### src/rtl/argmax_pkg.sv
// argmax_pkg: shared fp32 width, controller state encoding and NaN helper for the argmax stage.
package argmax_pkg;
  localparam int FP32_W = 32;
  typedef enum logic {ACC, OUT} state_t;
  function automatic logic is_nan(input logic [FP32_W-1:0] x);
    return (&x[30:23]) && (|x[22:0]);
  endfunction
endpackage

### src/rtl/fp32_cmp.sv
// fp32_cmp: IEEE-754 single-precision compare; NaN compares false, +0 equals -0.
module fp32_cmp
  import argmax_pkg::*;
(
  input  logic [FP32_W-1:0] a,
  input  logic [FP32_W-1:0] b,
  output logic              a_gt_b,
  output logic              a_eq_b
);
  logic any_nan, both_zero, mag_gt;
  assign any_nan   = is_nan(a) | is_nan(b);
  assign both_zero = ~|a[30:0] & ~|b[30:0];
  // Sign-magnitude order: for negatives the smaller magnitude is the larger value.
  assign mag_gt    = (a[31] != b[31]) ? ~a[31] :
                     a[31] ? (a[30:0] < b[30:0]) : (a[30:0] > b[30:0]);
  assign a_gt_b    = ~any_nan & ~both_zero & mag_gt;
  assign a_eq_b    = ~any_nan & (both_zero | (a == b));
endmodule

### src/rtl/argmax_seq.sv
// argmax_seq: streams fp32 logits through one shared comparator and emits the winning class
// on a valid/ready handshake once N_CLASSES beats have been accepted.
module argmax_seq
  import argmax_pkg::*;
#(
  parameter int N_CLASSES = 10,
  parameter int IDX_W     = 4
) (
  input  logic              clk,
  input  logic              rst_n,
  input  logic              s_valid,
  output logic              s_ready,
  input  logic [FP32_W-1:0] s_data,
  input  logic              s_last,
  output logic              m_valid,
  input  logic              m_ready,
  output logic [IDX_W-1:0]  m_class,
  output logic [FP32_W-1:0] m_score,
  output logic              frame_err
);
  state_t              state;
  logic [IDX_W-1:0]    cnt, best_idx, win_idx;
  logic [FP32_W-1:0]   best, win_score;
  logic                accept, last_beat, gt, eq, upd;
  fp32_cmp u_cmp (.a(s_data), .b(best), .a_gt_b(gt), .a_eq_b(eq));
  assign m_valid   = state == OUT;
  assign s_ready   = (state == ACC) | (m_valid & m_ready);
  assign accept    = s_valid & s_ready;
  assign last_beat = cnt == IDX_W'(N_CLASSES - 1);
  // Strictly greater only, so ties and +0/-0 keep the earlier class.
  assign upd       = (cnt == '0) | (~is_nan(s_data) & (is_nan(best) | (gt & ~eq)));
  assign win_idx   = upd ? cnt : best_idx;
  assign win_score = upd ? s_data : best;
  always_ff @(posedge clk or negedge rst_n) begin
    if (!rst_n) begin
      state     <= ACC;
      cnt       <= '0;
      best      <= '0;
      best_idx  <= '0;
      m_class   <= '0;
      m_score   <= '0;
      frame_err <= 1'b0;
    end else begin
      frame_err <= accept & (s_last != last_beat);
      if (state == OUT && m_ready) state <= ACC;
      if (accept) begin
        cnt <= last_beat ? '0 : cnt + 1'b1;
        if (upd) begin
          best     <= s_data;
          best_idx <= cnt;
        end
        if (last_beat) begin
          state   <= OUT;
          m_class <= win_idx;
          m_score <= win_score;
        end
      end
    end
  end
endmodule

### config.mk
export PLATFORM = sky130hd
export DESIGN_NAME = argmax_seq
export DESIGN_NICKNAME = d
export VERILOG_FILES = /design/src/rtl/argmax_pkg.sv /design/src/rtl/fp32_cmp.sv /design/src/rtl/argmax_seq.sv
export SDC_FILE = /design/constraint.sdc
export NUM_CORES = 1
export LEC_CHECK = 0
export ABC_CLOCK_PERIOD_IN_PS = 2700
export BUFFER_PORTS_ARGS = -buffer_cell sky130_fd_sc_hd__buf_2
export CAP_MARGIN = 40
export CORE_UTILIZATION = 45
export CTS_CLUSTER_DIAMETER = 40
export DETAILED_ROUTE_END_ITERATION = 16
export GPL_TIMING_DRIVEN = 0
export PLACE_DENSITY = 0.8
export SLEW_MARGIN = 20
export SYNTH_ARGS = -nofsm -noshare
export SYNTH_HDL_FRONTEND = slang
export SYNTH_SLANG_ARGS = --single-unit
### constraint.sdc
create_clock -name clk -period 2.7 [get_ports clk]
set_clock_uncertainty 0.15 [all_clocks]
set_input_delay 0.135 -clock clk [delete_from_list [all_inputs] [get_ports clk]]
set_output_delay 0.135 -clock clk [all_outputs]
set_load 0.01 [all_outputs]
Word level (Yosys, flattened, before mapping). Index checks and enable logic that the tools add are counted.

Flip-flop bits (word level): 78. Input port bits: 37. Output and inout bits: 39.

$add $sub $neg: 1. $lt $le $gt $ge: 2. Equal/unequal tests: 4. Muxes and demuxes: 8. Bitwise logic cells: 20. Reductions and logical operators: 13.

Operator list (count): $reduce_or 31->1 (2); $reduce_or 23->1 (2); $eq 32x32->1 (1); $mux 32 (1); $gt 31x31->1 (1); $lt 31x31->1 (1); $reduce_and 8->1 (2); $and 1x1->1 (9); $mux 4 (2); $not 1->1 (6); $mux 1 (5); $or 1x1->1 (5); $add 4x1->4 const B (1); $eq 4x4->1 const B (1); $logic_not 4->1 (1); $logic_and 1x1->1 (3); $logic_not 1->1 (2); $ne 1x1->1 (2); $reduce_and 2->1 (1).

Longest topological paths before layout. Gate-level depths: netlist (run 1).

Depth after elaboration: 11. Gate-level depth with buffers: 12. Mapped depth without buffers: 10.

By module. From an unflattened synthesis (run 1), not the netlist that was laid out.

Cells, all modules: 636. Area, all modules: 5262.5 µm².

By module, submodules not included: argmax_seq (times used 1, cells each 487, area each 4186.5 µm²); fp32_cmp (times used 1, cells each 149, area each 1076.0 µm²).

Worst setup path after synthesis (run 1). No wires, ideal clock.

Path type: reg2reg. From: register best[2]. To: register best[10]. Setup time: 0.125 ns. Data arrival time: 2.727 ns. Path slack: -0.302 ns. Stages on the path, launching flop included: 13. Cells stage by stage: dfrtp_1 -> inv_1 -> ha_1 -> a21oi_1 -> a21oi_1 -> o31a_1 -> o41a_1 -> o31a_1 -> o22a_2 -> buf_12 -> nand2_8 -> buf_12 -> mux2_4.

Word-level cells in the longest chain between the ends: 11.

Ends and longest elaborated chain: from (decl) (line argmax_seq.sv:23) `logic [FP32_W-1:0] best, win_score;`; from (signal assigned) (line argmax_seq.sv:49) `best <= s_data;`; parallel branches: the longest is 7 deep, another holds $gt 31x31->1; $or 1x1->1 * (line argmax_seq.sv:31) `assign upd = (cnt == '0) | (~is_nan(s_data) & (is_nan(best) | (gt & ~eq)));`; $and 1x1->1 * (line argmax_seq.sv:31); $or 1x1->1 * (line argmax_seq.sv:31); $mux 32 *.

Every way passes the cells marked *. A chain may end at the register's enable or synchronous reset.

Final worst setup path (run 1).
From: register best[27]. To: register best_idx[0].

Word-level cells in the longest chain between the ends: 11.

Ends and longest elaborated chain: parallel branches: the longest is 7 deep, another holds $gt 31x31->1; $or 1x1->1 * (line argmax_seq.sv:31); $and 1x1->1 * (line argmax_seq.sv:31); $or 1x1->1 * (line argmax_seq.sv:31); $mux 4 *; to (signal assigned) (line argmax_seq.sv:50) `best_idx <= cnt;`; to (decl) (line argmax_seq.sv:22) `logic [IDX_W-1:0] cnt, best_idx, win_idx;`.

Marked as above.

==> results.md, run 1 <==
- Synth Cell Area: 4420 um2
- Worst relative slew slack: ~62%
- Stages on worst setup path: 11
- Global-route wire length before repair: approximately 20000 um
- Slowest cell on crit path: dfrtp_2
- TritonCTS buffer count: 9
- RSZ-0062 raised after global routing: yes
- Via count: 4057
- Antenna Cells: 0
- Bufs and invs on worst path: 3
- Req. time, crit path: ~2.8 ns
- Register area share after synthesis: around 44%
- Hold/Removal Path Class: in -> reg
- Final hold violation count: 1
- Syn nets: 477
- R2R cell count: 11
- Post-route setup TNS: -31.40 ns
- Max stage delay on crit path: around 0.4 ns
- Post-route antenna net violation count: 0
- Total wire length: ~14000 um
- Layout cells sized above 1: 35.1%
- Maximum number of pins on one net before global-route repair: 50
- Post-synth EDFFs: 0
- DP Wirelength: 7750 um
- Critical path capture point type: register
- Hold slack final: -0.0129 ns
- Final non-filler cell area: roughly 6300 um2
- Synth Flop Type: dfrtp_1
- Slew Limit Fails: 0
- Placer Congestion: between 0.8 and 0.9
- Placeable Area: ~9400 um2
- Dpl ws: -0.636 ns
- Row cnt: 35
- Violated checks: hold timing, setup timing
- Final period utilization: 119%
- Iter 0 DRT Violations: 250
- Filler Cell Count: 672
- CP cell instances: inv_1 > ha_1 > nand4_1 > buf_4 > nor4_4 > o41a_1 > o31a_1 > o22a_4 > nand2_8 > clkbuf_16 > mux2_4
- Register area: 1960 um2
- Crit path DAT: 3.31 ns
- Mapped Cells: between 400 and 500
- Skew-Pair Late Insertion Delay: ~0.37 ns
- DP Area: about 5000 um2
- Number of global-route vias before repair: roughly 4000
- Worst Max-Slew Pin Slew: roughly 0.56 ns
- Max Cap Violations: 0
- Top delay family on crit path: compound AO/OA/AOI/OAI gates
- Grt ovf: 0
- Drt drc: 0
- Clock sink count: between 70 and 80
- Reg clk slew, reported paths: ~0.08 ns
- Drt wl/cell: a little under 20 um
- Asr flop ratio synth: 100%
- Via density: roughly 5.7
- Status: finished, violations left
- Pwr Total: about 7.8 mW
- Average size of a mapped cell: 10.8 um2
- Chip Height: roughly 100 um
- Synth Register Bits: between 70 and 80
- Maximum buffer depth of the clock tree: 2
- CP Launch Type: register
- Fmax: about 310 MHz
- Footprint of the multi-input gates: around 2400 um2
- Final setup violation count: a little over 70
- DIE AREA: 10200 um2
- CP Class: reg -> reg
- Die width: about 100 um
- Hold Path Depth: 3
- GRT Util Overall: 25.9%
- Top Ports: 76
- DR pass1 iterations: 7
- Synth unique cells: 39
- Max FO, Critical Path: 7
- Fin worst setup slack: -0.500 ns
- CTS H-tree depth: 3
- Initial Util: a little under half
- Area grow syn2layout: 41.4%
- Initial antenna violation count: 0
- Final min period: about 3.2 ns
- NumNets Final: 641
- Leak pwr: 3.05 nW
- CTS tree: done
- Pwr Density: between 1000 and 1500 nW/um2
- Port-buffer cells: 75
- Worst vdd ir: between 0.6 and 0.7 mV
- YS warnings: 0
- Root Buffer: clkbuf_8
## worst min-delay path: stages
cell and delay, ns:
buf_2 0.12, mux2i_1 0.08, a21oi_1 0.12
## layout by cell type, fill, tap and decap left out, drive strengths merged, types with 6 or more instances in the layout
cell and n:
clkbuf 25, mux2i 32, nor4 17, buf 119
nand2 17, nor2 42, nand4 14, dfrtp 78
dlygate4sd3 38, o21ai 10, a21oi 42, nand3 6
mux2 34, inv 32, nor3 7, ha 31
## registers in the layout, summed over array words and instances, names as in the netlist
| register | cells |
|---|---|
| best | 32 |
| best_idx | 4 |
| cnt | 4 |
| frame_err | 1 |
| m_class | 4 |
| m_score | 32 |
| m_valid | 1 |
## logic make-up (layout without fill, tap and decap cells)
group / count (synthesis) / count (layout) / synth area share, %
AND/OR/NAND/NOR: 114 / 114 / 12.9
flip-flops: 78 / 78 / 44.2
AO/OA/AOI/OAI: 69 / 69 / 9.23
multiplexers: 66 / 66 / 18.3
buffers and inverters: 48 / 217 / 6.06
adder cells (fa/ha/maj): 31 / 31 / 8.77
XOR/XNOR: 3 / 3 / 0.595
## power breakdown
part           internal, mW  switching [mW]  total [mW]  leakage (nW)
combinational          2.38            1.97        4.35          2.02
clock                 0.666           0.459        1.13         0.124
sequential             1.76           0.524        2.29         0.911
total                  4.81            2.95        7.76          3.05
## what timing repair did
item / CTS / global route
pin swaps: 13 / 20
setup buffers: 17 / 18
setup endpoints to repair: 72 / 72
gates cloned: 1 / 4
resized for setup: 23 / 24
endpoints found under the hold margin: 133 / 1
hold buffers: 37 / 1
## Yosys cell counts, drive strengths merged, types with 3 or more instances
cell type | n | area [um2]
dfrtp | 78 | 1950
nand3 | 6 | 30.0
clkbuf | 8 | 30.0
nor2b | 3 | 18.8
nor2 | 42 | 158
buf | 8 | 118
nand4 | 14 | 87.6
nand2 | 17 | 80.1
mux2 | 34 | 488
nor3 | 7 | 35.0
a21oi | 42 | 210
nor4 | 17 | 106
inv | 32 | 120
o21ai | 10 | 50.1
and2 | 3 | 18.8
mux2i | 32 | 320
ha | 31 | 388
o31a | 3 | 26.3
## final timing paths
path / startpoint / end / slack [ns]
min in group asynchronous: rst_n / best[0] / 0.09
setup reg to reg: best[27] / best_idx[0] / -0.50
hold / removal: s_data[21] / m_score[21] / -0.01
max in group asynchronous: rst_n / best[30] / 1.69
setup / recovery: best[27] / best_idx[0] / -0.50
hold reg to reg: m_class[1] / m_class[1] / 0.33
## final cells by class
type | instances | share of cell area, %
tap | 129 | 2.58
clock inverter | 3 | 1.44
multi-input combinational | 283 | 38.2
buffer | 15 | 2.38
clock buffer | 13 | 2.54
sequential | 78 | 31.3
timing repair buffer | 154 | 19.6
inverter | 32 | 1.92
## layer usage
layer	up-vias	GRT usage [%]	share of wire [%]	wire length, um
met5	-	0	0	0
met4	0	13.2	5.6	769
met3	68	3.88	6.5	895
met2	191	43.1	49	6790
met1	2002	32.8	39	5360
li1	1796	-	-	-
## metrics by stage
stage,cells,utilization (%)
after floorplan,409,-
after global placement,613,53.2
after detailed placement,614,53.5
after CTS,685,63.0
after global routing,707,66.7
final,707,66.7
Power figures use the tool's default switching activity.
==> run 2: changes to the inputs <==
- BUFFER_PORTS_ARGS: -buffer_cell sky130_fd_sc_hd__buf_2 -> unset
- DONT_BUFFER_PORTS: unset -> 1
- PLACE_DENSITY: 0.8 -> 0.73
==> results.md, run 2 (synthesized netlist as in run 1, its figures left out) <==
- Final hold violation count: 0 (was 1)
- Req. time, crit path: 2.79 ns (was 2.81 ns)
- Root Buffer: clkbuf_8 (unchanged)
- Initial antenna violation count: 0 (unchanged)
- Leak pwr: 2.69 nW (was 3.05 nW)
- Worst vdd ir: 0.551 mV (was 0.636 mV)
- Commonest non-fill, non-tap cell in the layout: dfrtp_1
- Top Ports: 76 (unchanged)
- DR pass1 iterations: 4 (was 7)
- Critical path capture point type: register (unchanged)
- Placer Congestion: 0.849 (was 0.830)
- Placeable Area: 9370 um2 (unchanged)
- Footprint of the multi-input gates: 2340 um2 (was 2390 um2)
- DP Wirelength: 7600 um (was 7750 um)
- Hold/Removal Path Class: in -> reg (unchanged)
- R2r setup slk: -0.46 ns (was -0.50 ns)
- Reg clk slew, reported paths: 0.08 ns (about the same)
- Skew-Pair Late Insertion Delay: 0.36 ns (was 0.37 ns)
- Switching Fraction: 38.4% (was 38.0%)
- R2r endpoint: best[21] (was best_idx[0])
- Maximum number of pins on one net before global-route repair: 79 (was 50)
- Placed insts: 538 (was 614)
- Hold Path Depth: 3 (unchanged)
- Max FO, Critical Path: 10 (was 7)
- GRT Util Overall: 24.1% (was 25.9%)
- Post-route antenna net violation count: 0 (unchanged)
- Row cnt: 35 (unchanged)
- Iter 0 DRT Violations: 242 (was 250)
- Chip Height: 101 um (unchanged)
- Area grow syn2layout: 28.3% (was 41.4%)
- Max Cap Violations: 0 (unchanged)
- R2R cell count: 12 (was 11)
- CP Launch Type: register (unchanged)
- Worst Max-Slew Pin Slew: 0.611 ns (was 0.562 ns)
- Combinational share of power: 52.1% (was 56.0%)
- Drt drc: 0 (unchanged)
- Clk pwr share: 13.1% (was 14.5%)
- Register area: 1950 um2 (was 1960 um2)
- Pwr Total: 6.89 mW (was 7.76 mW)
- CP Class: reg -> reg (unchanged)
- Pwr Density: 1220 nW/um2 (was 1240 nW/um2)
- Part of the power in registers: 34.8% (was 29.5%)
- Final period utilization: 117% (was 119%)
- Initial Util: 47.2% (unchanged)
- Via count: 3511 (was 4057)
- Filler Cell Count: 767 (was 672)
- RSZ-0062 raised after global routing: yes (unchanged)
- CTS tree: done (unchanged)
- Fin worst setup slack: -0.464 ns (was -0.500 ns)
- Via density: 5.58 (was 5.74)
- DIE AREA: 10200 um2 (unchanged)
- TritonCTS buffer count: 9 (unchanged)
- Drt wl/cell: 18.9 um (was 19.6 um)
- NumNets Final: 563 (was 641)
- Worst R2R Start: best[5] (was best[27])
- Non-filler cells in the finished layout: 629 (was 707)
- Cell Int Power: 4.24 mW (was 4.81 mW)
- Global-route wire length before repair: 18800 um (was 20000 um)
- Clock sink count: 78 (unchanged)
- Post-route setup TNS: -27.57 ns (was -31.40 ns)
- Slew Limit Fails: 0 (unchanged)
- Switching power: 2.65 mW (was 2.95 mW)
- Die width: 101 um (unchanged)
- Total wire length: 11900 um (was 13800 um)
- Final setup violation count: 72 (unchanged)
- Sink of the worst hold path: cnt[0] (was m_score[21])
- Port-buffer cells: 0 (was 75)
- Crit path DAT: 3.25 ns (was 3.31 ns)
- CTS H-tree depth: 3 (unchanged)
- Maximum buffer depth of the clock tree: 2 (unchanged)
- Min-delay src: s_valid (was s_data[21])
- Status: finished, violations left (unchanged)
- Layout cells sized above 1: 23.0% (was 35.1%)
- Number of global-route vias before repair: 3732 (was 3966)
- Fmax: 316 MHz (was 312 MHz)
- Violated checks: setup timing (was hold timing, setup timing)
- Most frequent cells in the layout: dfrtp_1, nor2_1, a21oi_1, dlygate4sd3_1, buf_4 (was dfrtp_1, buf_2, nor2_1, a21oi_1, dlygate4sd3_1)
- Top Registers: best x32, m_score x32 (unchanged)
- Worst relative slew slack: 58.9% (was 62.2%)
- Antenna Cells: 0 (unchanged)
- Grt ovf: 0 (unchanged)
- Final min period: 3.16 ns (was 3.20 ns)
-- run 2: changes by cell type in the layout (fill, tap and decap cells not counted), sizes merged, moves of 2 or more --
cell / change
clkinv: +2
buf: -74
bufinv: -2
clkinvlp: +2
dlygate4sd3: -3
clkbuf: -5
-- run 2: power by group through the flow --
stage               Combinational, mW  Clock (mW)  Sequential, mW
finish                           3.59       0.902            2.40
global route                     3.91       0.961            2.49
CTS                              3.26       0.912            2.41
detailed placement               2.57           0            2.49
global placement                 2.46           0            2.46
floorplan                        2.19           0            2.30
-- run 2: layout make-up --
class	count	area share [%]
clock inverter	5	1.04
inverter	32	2.12
timing repair buffer	74	12.8
multi-input combinational	284	41.3
tap	129	2.85
buffer	16	2.98
sequential	78	34.4
clock buffer	11	2.49
-- run 2: repair_timing --
| action | 4_1_cts | 5_1_grt |
|---|---|---|
| endpoints found under the hold margin | 144 | 0 |
| gates cloned | 2 | 1 |
| setup endpoints to repair | 72 | 72 |
| gates resized for setup | 14 | 14 |
| hold buffers | 36 | 0 |
| pin swaps | 8 | 13 |
| setup buffers | 24 | 12 |
-- run 2: worst max-delay path by stage --
stage | start | end | slack (ns) | cells after the start
floorplan | best[2] | best[10] | -0.13 | 12
global placement | best[29] | best_idx[3] | -0.57 | 11
detailed placement | best[29] | best[11] | -0.64 | 11
CTS | best[2] | best[21] | -0.30 | 12
global route | best[5] | m_score[5] | -0.53 | 13
finish | best[5] | best[21] | -0.46 | 12
-- run 2: per-layer routing --
layer  track usage [%]  wire length (um)
met5                 0                 0
met4              8.81               250
met3              5.62               851
met2              40.1              5800
met1              30.7              4980
-- run 2: worst max-delay path: stages, from the launching register on --
cell and delay (ns):
dfrtp_1 0.36, inv_1 0.05, ha_1 0.29, o21ai_0 0.22, nor2_1 0.07, o31a_1 0.25
o41a_1 0.39, o31a_1 0.33, o22a_2 0.21, buf_12 0.15, nand2_8 0.11, buf_12 0.16
mux2_4 0.30
-- run 2: through the flow --
step                      util (%)  setup slack [ns]  hold WS [ns]  instance area [um2]
after floorplan                  -            -0.130        -0.311                 4450
after global placement        49.2            -0.568        -0.307                 4610
after detailed placement      49.2            -0.637        -0.308                 4610
after CTS                     58.5            -0.300        0.0729                 5490
after global routing          60.5            -0.526         0.128                 5670
final                         60.5            -0.464        0.0937                 5670
==> run 3: changes to the inputs <==
- ABC_AREA: unset -> 1
==> results.md, run 3 <==
- Status: complete, no violations (was finished, violations left)
- Root Buffer: clkbuf_8 (unchanged)
- Top post-synthesis cells by area: dfrtp_1, nand2_1, nand3_1 (was dfrtp_1, mux2_4, ha_1)
- Final period utilization: 94.7% (was 117%)
- Switching Fraction: 46.1% (was 38.4%)
- Max Cap Violations: 0 (unchanged)
- Worst vdd ir: 0.393 mV (was 0.551 mV)
- Count leader, synth: nand2_1 (was dfrtp_1)
- R2r setup slk: 0.14 ns (was -0.46 ns)
- Row cnt: 38 (was 35)
- Syn nets: 727 (was 477)
- Number of global-route vias before repair: 4369 (was 3732)
- Synth Cell Area: 5020 um2 (was 4420 um2)
- YS warnings: 0 (unchanged)
- Most frequent cells in the layout: nand2_1, nand3_1, dfrtp_1, inv_2, dlygate4sd3_1 (was dfrtp_1, nor2_1, a21oi_1, dlygate4sd3_1, buf_4)
- Initial Util: 46.3% (was 47.2%)
- Top-area cell type share of the netlist area: 38.9% (was 44.2%)
- Drt wl/cell: 15.5 um (was 18.9 um)
- Max FO, Critical Path: 5 (was 10)
- Switching power: 3.17 mW (was 2.65 mW)
- DP Wirelength: 9200 um (was 7600 um)
- Hold Path Depth: 7 (was 3)
- Via count: 4559 (was 3511)
- DR pass1 iterations: 4 (unchanged)
- Clk pwr share: 14.2% (was 13.1%)
- Placeable Area: 10800 um2 (was 9370 um2)
- Iter 0 DRT Violations: 290 (was 242)
- Maximum number of pins on one net before global-route repair: 79 (unchanged)
- Asr flop ratio synth: 100% (unchanged)
- Synth unique cells: 26 (was 39)
- Top cell type by total area after synthesis: dfrtp_1 (unchanged)
- Pwr Density: 1140 nW/um2 (was 1220 nW/um2)
- Fmax: 391 MHz (was 316 MHz)
- Post-route antenna net violation count: 0 (unchanged)
- Mapped Cells: 659 (was 409)
- Clock sink count: 78 (unchanged)
- R2R cell count: 18 (was 12)
- Top Registers: best x32, m_score x32 (unchanged)
- Placer Congestion: 0.893 (was 0.849)
- Req. time, crit path: 2.81 ns (was 2.79 ns)
- Worst relative slew slack: 60.4% (was 58.9%)
- Leak pwr: 3.19 nW (was 2.69 nW)
- Final min period: 2.56 ns (was 3.16 ns)
- Layout cells sized above 1: 19.8% (was 23.0%)
- CP Class: reg -> reg (unchanged)
- Sink of the worst hold path: best_idx[2] (was cnt[0])
- Min-delay src: s_data[31] (was s_valid)
- DIE AREA: 11600 um2 (was 10200 um2)
- Chip Height: 108 um (was 101 um)
- CTS H-tree depth: 3 (unchanged)
- Total wire length: 13400 um (was 11900 um)
- NumNets Final: 785 (was 563)
- R2r endpoint: best[22] (was best[21])
- Register area share after synthesis: 38.9% (was 44.2%)
- Worst R2R Start: best[28] (was best[5])
- Final setup violation count: 0 (was 72)
- Die width: 108 um (was 101 um)
- Initial antenna violation count: 0 (unchanged)
- Placed insts: 799 (was 538)
- Cell Int Power: 3.71 mW (was 4.24 mW)
- Non-filler cells in the finished layout: 862 (was 629)
- Post-synth top cells: nand2_1, nand3_1, dfrtp_1 (was dfrtp_1, a21oi_1, nor2_1)
- Critical path capture point type: register (unchanged)
- Synth Register Bits: 78 (unchanged)
- CP Launch Point: best[28] (was best[5])
- Synth Flop Type: dfrtp_1 (unchanged)
- Drt drc: 0 (unchanged)
- Skew-Pair Late Insertion Delay: 0.38 ns (was 0.36 ns)
- Top Ports: 76 (unchanged)
- CTS tree: done (unchanged)
- Commonest non-fill, non-tap cell in the layout: nand2_1 (was dfrtp_1)
- Final hold violation count: 0 (unchanged)
- Average size of a mapped cell: 7.61 um2 (was 10.8 um2)
- Maximum buffer depth of the clock tree: 2 (unchanged)
- Part of the power in registers: 31.9% (was 34.8%)
- Area grow syn2layout: 19.9% (was 28.3%)
- Via density: 5.29 (was 5.58)
- Grt ovf: 0 (unchanged)
- Hold/Removal Path Class: in -> reg (unchanged)
- Pwr Total: 6.87 mW (was 6.89 mW)
- TritonCTS buffer count: 9 (unchanged)
- GRT Util Overall: 23.8% (was 24.1%)
- Slew Limit Fails: 0 (unchanged)
- Port-buffer cells: 0 (unchanged)
- Antenna Cells: 0 (unchanged)
- Global-route wire length before repair: 21100 um (was 18800 um)
- Reg clk slew, reported paths: 0.08 ns (about the same)
- Combinational share of power: 53.9% (was 52.1%)
- Crit path DAT: 2.67 ns (was 3.25 ns)
- Worst Max-Slew Pin Slew: 0.594 ns (was 0.611 ns)
- Post-synth EDFFs: 0 (unchanged)
- CP Launch Type: register (unchanged)
==> run 3: metal layers <==
metal  up-vias  GRT usage, %  wire, um
met4         0          12.1       355
li1       2231             -         -
met1      2161          30.0      5630
met2       145          38.8      6540
met3        22          4.36       837
met5         -             0         0
==> run 3: metrics by stage <==
| stage | TNS, ns | cell area [um2] | setup slack [ns] | util (%) | hold slack [ns] |
|---|---|---|---|---|---|
| CTS | 0 | 5790 | 0.0514 | 53.4 | 0.0803 |
| finish | 0 | 6020 | 0.143 | 55.5 | 0.0899 |
| floorplan | 0 | 5020 | 0.433 | - | -0.311 |
| global placement | 0 | 5190 | 0.0244 | 47.9 | -0.309 |
| detailed placement | -0.0200 | 5190 | -0.00739 | 47.9 | -0.310 |
| global route | -0.102 | 6020 | -0.0312 | 55.5 | 0.143 |
==> run 3: area by class of cell <==
class	instances	area, um2
buffer	24	159
tap	140	175
fill	985	4820
clock inverter	6	86.3
sequential	78	1950
multi-input combinational	471	2690
inverter	88	330
clock buffer	10	128
timing repair buffer	45	498
==> run 3: worst max-delay path: stages (launching register included) <==
cell       delay, ns
dfrtp_1         0.39
inv_2           0.07
ha_4            0.27
nand2_2         0.05
nor2_2          0.12
nand4_1         0.18
nor2_1          0.15
nand2_1         0.07
nand2_2         0.07
nand2_1         0.05
nand2_1         0.07
nand2_2         0.07
nand2_4         0.12
nand2_8         0.10
nand2_8         0.14
clkbuf_16       0.20
nand2_4         0.05
nand3_1         0.07
nand2_1         0.06
==> run 3: worst max-delay path by stage <==
stage	to	slack [ns]	depth (start not counted)
2_1_floorplan	best_idx[0]	0.43	16
3_3_place_gp	m_score[7]	0.02	16
3_5_place_dp	best[3]	-0.007	16
4_1_cts	m_score[3]	0.05	16
5_1_grt	best[29]	-0.03	16
6_report	best[22]	0.14	18
==> run 3: cell families after synthesis <==
group	Yosys count	share of synthesized area, %
DFF	78	38.9
xor gates and xnor gates	3	0.524
buffers and inverters	112	9.45
and+or+nand+nor	419	40.9
AOI/OAI and AO/OA	16	2.44
adders and majority gates	31	7.73
==> run 3: timing repair <==
item | 4_1_cts | 5_1_grt
pin swaps | 0 | 10
buffers inserted | 0 | 6
endpoints found under the hold margin | 144 | 0
gates resized for setup | 1 | 20
cloned | 0 | 5
hold buffers | 36 | 0
endpoints found under the setup margin | 33 | 60
==> run 3: power groups by stage <==
stage	combinational, mW	clock (mW)	sequential, mW
2_1_floorplan	2.57	0	2.12
3_3_place_gp	3.02	0	2.20
3_5_place_dp	3.13	0	2.21
4_1_cts	3.22	0.986	2.20
5_1_grt	4.12	1.04	2.27
6_report	3.70	0.977	2.19
